File: src/rtl/led_pattern_ctrl.sv
// led_pattern_ctrl: button-driven mode/speed controller for a 12-LED bounce, fill or blink pattern
module led_pattern_ctrl #(
  parameter int TICK_BASE = 1000000,
  parameter int CNT_W = 20
) (
  input  logic        clk,
  input  logic        rst_n,
  input  logic        btn_mode,
  input  logic        btn_speed,
  input  logic        pause,
  output logic [11:0] led,
  output logic [1:0]  mode,
  output logic [1:0]  speed,
  output logic        step
);
  localparam logic [1:0] FILL = 2'd1;
  localparam logic [1:0] BLINK = 2'd2;
  logic [11:0] led_q, led_d, seed, stepped, bounce_led;
  logic [1:0] mode_q, mode_d, mode_nx, speed_q, speed_d;
  logic [CNT_W-1:0] cnt_q, cnt_d, p_last;
  logic dir_q, dir_d, step_q, step_d, btn_mode_q, btn_speed_q, boot_q;
  logic mode_rise, speed_rise, btn, tick, bounce_dir, is_bounce;
  always_ff @(posedge clk) begin
    if (!rst_n) begin
      led_q <= 12'h060;
      mode_q <= 2'd0;
      speed_q <= 2'd0;
      dir_q <= 1'b0;
      cnt_q <= '0;
      step_q <= 1'b0;
      btn_mode_q <= 1'b0;
      btn_speed_q <= 1'b0;
      boot_q <= 1'b1;
    end else begin
      led_q <= led_d;
      mode_q <= mode_d;
      speed_q <= speed_d;
      dir_q <= dir_d;
      cnt_q <= cnt_d;
      step_q <= step_d;
      btn_mode_q <= btn_mode;
      btn_speed_q <= btn_speed;
      boot_q <= 1'b0;
    end
  end
  // boot_q masks the first post-reset cycle so a button held through reset is not seen as a press
  always_comb begin
    mode_rise = btn_mode & ~btn_mode_q & ~boot_q;
    speed_rise = btn_speed & ~btn_speed_q & ~boot_q;
    btn = mode_rise | speed_rise;
    p_last = CNT_W'((TICK_BASE >> speed_q) - 1);
    tick = ~pause & ~btn & (cnt_q == p_last);
    cnt_d = (btn || tick) ? '0 : pause ? cnt_q : cnt_q + 1'b1;
    mode_nx = mode_q[1] ? 2'd0 : mode_q + 2'd1;
    mode_d = mode_rise ? mode_nx : mode_q;
    speed_d = speed_rise ? speed_q + 2'd1 : speed_q;
    seed = mode_nx == FILL ? 12'h000 : mode_nx == BLINK ? 12'hAAA : 12'h060;
    is_bounce = mode_q != FILL && mode_q != BLINK;
    bounce_led = dir_q ? (led_q[0] ? led_q << 1 : led_q >> 1) : (led_q[11] ? led_q >> 1 : led_q << 1);
    bounce_dir = dir_q ? ~led_q[0] : led_q[11];
    stepped = mode_q == FILL ? (&led_q ? 12'h000 : {led_q[10:0], 1'b1}) : mode_q == BLINK ? ~led_q : bounce_led;
    led_d = mode_rise ? seed : tick ? stepped : led_q;
    dir_d = mode_rise ? 1'b0 : (tick && is_bounce) ? bounce_dir : dir_q;
    step_d = tick;
  end
  always_comb begin
    led = led_q;
    mode = mode_q;
    speed = speed_q;
    step = step_q;
  end
endmodule

File: config.mk
export PLATFORM = sky130hd
export DESIGN_NAME = led_pattern_ctrl
export DESIGN_NICKNAME = d
export VERILOG_FILES = /design/src/rtl/led_pattern_ctrl.sv
export SDC_FILE = /design/constraint.sdc
export NUM_CORES = 1
export LEC_CHECK = 0
export ABC_AREA = 1
export BUFFER_PORTS_ARGS = -buffer_cell sky130_fd_sc_hd__buf_4
export CAP_MARGIN = 0
export CORE_ASPECT_RATIO = 2
export CORE_MARGIN = 2
export CORE_UTILIZATION = 25
export DETAILED_ROUTE_END_ITERATION = 10
export SKIP_LAST_GASP = 1
export SLEW_MARGIN = 20
export SYNTH_ARGS = -nofsm -noshare
export SYNTH_HDL_FRONTEND = slang
export SYNTH_SLANG_ARGS = --single-unit
File: constraint.sdc
create_clock -name clk -period 5.1 [get_ports clk]
set_input_delay 1.02 -clock clk [delete_from_list [all_inputs] [get_ports clk]]
set_output_delay 1.02 -clock clk [all_outputs]
set_load 0.005 [all_outputs]
* Word-level counts from Yosys, hierarchy flattened
Cells that the tools add are included.
Operators by class: add/subtract/negate cells 4, equal/unequal tests 7, shift-type cells 1, mux-type cells 13, bitwise gates (word level) 15, reduce and logical (&&, ||, !) cells 7
Operators by type and width (number):
- $mux 12 | 10
- $add 20x1->20 const B | 1
- $eq 20x20->1 | 1
- $shr 20x2->20 const A | 1
- $sub 20x2->20 const B | 1
- $not 12->12 | 1
- $reduce_and 12->1 | 1
- $not 1->1 | 7
- $and 1x1->1 | 6
- $add 2x1->2 const B | 2
- $eq 2x1->1 const B | 2
- $eq 2x2->1 const B | 2
- $reduce_or 2->1 | 2
- $logic_and 1x1->1 | 2
- $mux 1 | 2
- $mux 2 | 1
- $ne 2x1->1 const B | 1
- $ne 2x2->1 const B | 1
- $reduce_bool 2->1 | 1
- $logic_or 1x1->1 | 1
- $or 1x1->1 | 1
Word-level totals: register bits after elaboration 41, input port bits 5, output and inout bits 17, word-level logic and storage cells 56

* Longest topological paths before layout
depth after elaboration 9, mapped depth 15, depth with buffers taken out 15

* Worst setup path before layout
No wires, ideal clock.
path kind in2reg, start point in pause, end point reg cnt_q[12], library setup time 0.128 ns, data arrival time 2.062 ns, required time 4.972 ns, slack 2.909 ns, cell stages on the path 10, path buffers 2, cell sequence buf_2 > nor2_4 > nand2_1 > nor2_1 > nand2_1 > nor2_2 > nand2_4 > nand3_4 > buf_12 > nor3_2
On the way: word-level cells in the longest chain between the ends 5
RTL lines:
- start: declaration | line 10 | input logic pause,
- $not 1->1 | line 52 | tick = ~pause & ~btn & (cnt_q == p_last);
- $and 1x1->1 (2 in a row) | line 52
- $logic_or 1x1->1 | line 53 | cnt_d = (btn || tick) ? '0 : pause ? cnt_q : cnt_q + 1'b1;
- $reduce_or 2->1 (no line)
- end signal: assignment | line 39 | cnt_q <= cnt_d;
- end: declaration | line 20 | logic [CNT_W-1:0] cnt_q, cnt_d, p_last;
Parallel ways exist; a longest one is shown, timed or not. A chain may end at the register's enable or synchronous reset.

* Worst setup path in the final report
start point reg speed_q[0], in the netlist speed[0], end point reg cnt_q[17]
On the way: word-level cells in the longest chain between the ends 6
RTL lines:
- start: declaration | line 19 | logic [1:0] mode_q, mode_d, mode_nx, speed_q, speed_d;
- start signal: assignment | line 37 | speed_q <= speed_d;
- $shr 20x2->20 | line 51 | p_last = CNT_W'((TICK_BASE >> speed_q) - 1);
- $sub 20x2->20 | line 51
- $eq 20x20->1 | line 52
- $and 1x1->1 | line 52
- $logic_or 1x1->1 | line 53
- $reduce_or 2->1 (no line)
Every way passes these cells.

==> impl_metrics.yaml <==
outcome:
  status: "finished, final reports clean"
synthesis:
  yosysWarnings: 0
  synth-seq-cells: 41
  synthCells: 514
  synth_top_area_share_pct: 26.7
  avgSynthCellArea_um2: 5.99
  ys_seq_area_share_pct: 26.7
  yosysUniqueCellTypes: 32
  synth_area_leaders: "dfxtp_1 27%, nand2_1 21%, inv_1 8.2%, nand3_1 7.8%, nor2_1 6.7%"
  synth_area_um2: 3080
  synth_top_area_cell: "dfxtp_1"
  synth_nets: 531
routing:
  avgRoutedWirePerCell_um: 13.3
  drtPass1Iterations: 4
  dr.first_iter.drc_count: 99
  routed_wl_um: 9060
  num_vias: 3153
  post_drt_via_cell_ratio: 4.62
  ant_nets: 0
  drc: 0
cts:
  clk_latency_ns: 0.29
  cts_tree: "built"
  post-cts-setup-buffer-count: 0
  numCtsBuffers: 5
  cts_buffer_depth: 2
  clk_pin_slew_ns: 0.06
  clock_sinks: 41
  hold_buffers: 0
  clock-root-buffer: "clkbuf_16"
  ctsResizeCount: 0
  htree_levels: 2
critical_path:
  worstPathRequired_ns: 5.27
  crit_type: "reg -> reg"
  arrival_ns: 2.53
  endpoint_kind: "flip-flop"
  path_max_fanout: 20
  worstSetupStartpointType: "flip-flop"
floorplan:
  die_area_um2: 13300
  initial_utilization_pct: 25.5
  ios: 22
  num_rows: 57
  die_w_um: 82.5
  die_y_um: 161
  core-area_um2: 12100
placed_design:
  hpwl_um: 7310
  globalplace.congestion: 0.852
  numPortBuffers: 21
  post-place-ws_ns: 2.41
pwr:
  internal_power_mw: 0.609
  power_frac_seq_pct: 40.9
  vdd_drop_max_mv: 0.144
  p_per_area_nw_per_um2: 233
  combPwrFrac_pct: 13.4
  p_switching_mw: 0.216
  leakagePower_nw: 1.52
  swShare_pct: 26.2
  clkPwrFrac_pct: 45.7
timing:
  final.setup.tns_ns: 0
  setup_viol: 0
  worstMarginPinSlew_ns: 0.651
  period_needed_ns: 2.37
  finalCritPeriodShare_pct: 46.4
  max_slew_margin_pct: 56.3
  fmaxAchievable_mhz: 423
  slew_violations: 0
  rsz0062_at_grt: "no"
  final_hold_viol_count: 0
  fin_ws_ns: 2.73
  skew_ns: 0.00673
global_route:
  grt_pass1_vias: 3012
  grt_max_degree: 21
  grt_pass1_wl_um: 14600
  antenna_found_initial: 0
  grtUsageTotal_pct: 14.2
  grt-ovfl-total: 0
layout:
  num_antenna_cells: 0
  fin_nets: 551
  final_common_cell: "nand2_1"
  final_cell_mix: "174 x nand2_1, 67 x inv_1, 55 x nor2_1"
  layout-drive-gt1-share_pct: 10.1
  syn_to_final_growth_pct: 15.0
worst_hold_path:
  min_path_type: "reg -> reg"
flow_run:
  maxCapViolCount: 0
==> cell families (layout without fill, tap and decap cells) <==
logic type,Yosys count,count (layout),share of synthesized area (%)
flops,41,41,26.7
simple gates,310,310,43.9
xor+xnor,9,9,2.56
buf+inv,79,100,10.6
fa+ha+maj,12,12,4.88
compound gates,63,63,11.4
==> metrics by stage <==
step	total power, mW	hold slack (ns)	util [%]	cell area (µm²)	std cells
after floorplan	0.424	0.463	-	3080	514
after global placement	0.455	0.501	27.9	3360	674
after detailed placement	0.455	0.507	27.9	3360	674
after CTS	0.834	0.516	29.4	3540	682
after global routing	0.865	0.538	29.4	3540	682
final	0.825	0.511	29.4	3540	682
==> layer usage <==
layer	GRT usage (%)	routed length [µm]
met4	7.73	425
met1	12.7	3240
met5	0	0
met2	28.5	5220
met3	1.52	176
==> worst max-delay path: stages, from the launching register on <==
cell and delay [ns]:
dfxtp_1 0.47, inv_1 0.19, ha_1 0.37, inv_2 0.14, nand2_1 0.06, nand2_1 0.08
nand2_1 0.06, nor2_1 0.10, nand2_1 0.07, nor2_2 0.19, nand2_4 0.15, nand3_4 0.27
nor2_1 0.08
==> state kept, by name (all words and copies together) (netlist names) <==
signal and cells:
cnt_q 20, dir_q 1, led 12, boot_q 1
mode 2, speed 2, step 1, btn_mode_q 1
btn_speed_q 1
==> cells in the mapped netlist <==
cell        n
a21oi_1    31
a21oi_2     6
a31oi_1     2
buf_1       2
buf_12      1
buf_2       4
buf_6       1
clkbuf_1    1
clkinv_1    1
dfxtp_1    41
ha_1       12
inv_1      67
inv_2       2
nand2_1   174
nand2_2     2
nand2_4     2
nand3_1    48
nand3_4     1
nand3b_1    2
nand4_1     3
nor2_1     55
nor2_2      4
nor2_4      3
nor3_1     11
nor3_2      3
nor3_4      1
nor4_1      1
o211ai_1    3
o21ai_0    19
o21ai_1     1
o21bai_1    1
xor2_1      9
==> final cells by class <==
class / instances / area [µm²]
Multi-Input combinational cell: 394 / 1930
Timing Repair Buffer: 22 / 165
Fill cell: 1383 / 8510
Tap cell: 147 / 184
Clock buffer: 6 / 139
Inverter: 70 / 263
Clock inverter: 2 / 37.5
Sequential cell: 41 / 821
==> worst paths after layout <==
path | start | to | slack [ns] | depth (start not counted)
max | speed[0] | cnt_q[17] | 2.73 | 12
min | cnt_q[18] | cnt_q[18] | 0.51 | 2
min reg2reg | cnt_q[18] | cnt_q[18] | 0.51 | 2
max reg2reg | speed[0] | cnt_q[17] | 2.73 | 12
==> power groups by stage <==
stage | registers (mW) | clock network (mW) | logic [mW]
after floorplan | 0.342 | 0 | 0.0821
after global placement | 0.345 | 0 | 0.111
after detailed placement | 0.344 | 0 | 0.111
after CTS | 0.337 | 0.385 | 0.112
after global routing | 0.338 | 0.400 | 0.126
final | 0.337 | 0.377 | 0.111
No activity file was read; power rests on OpenSTA's default activity.
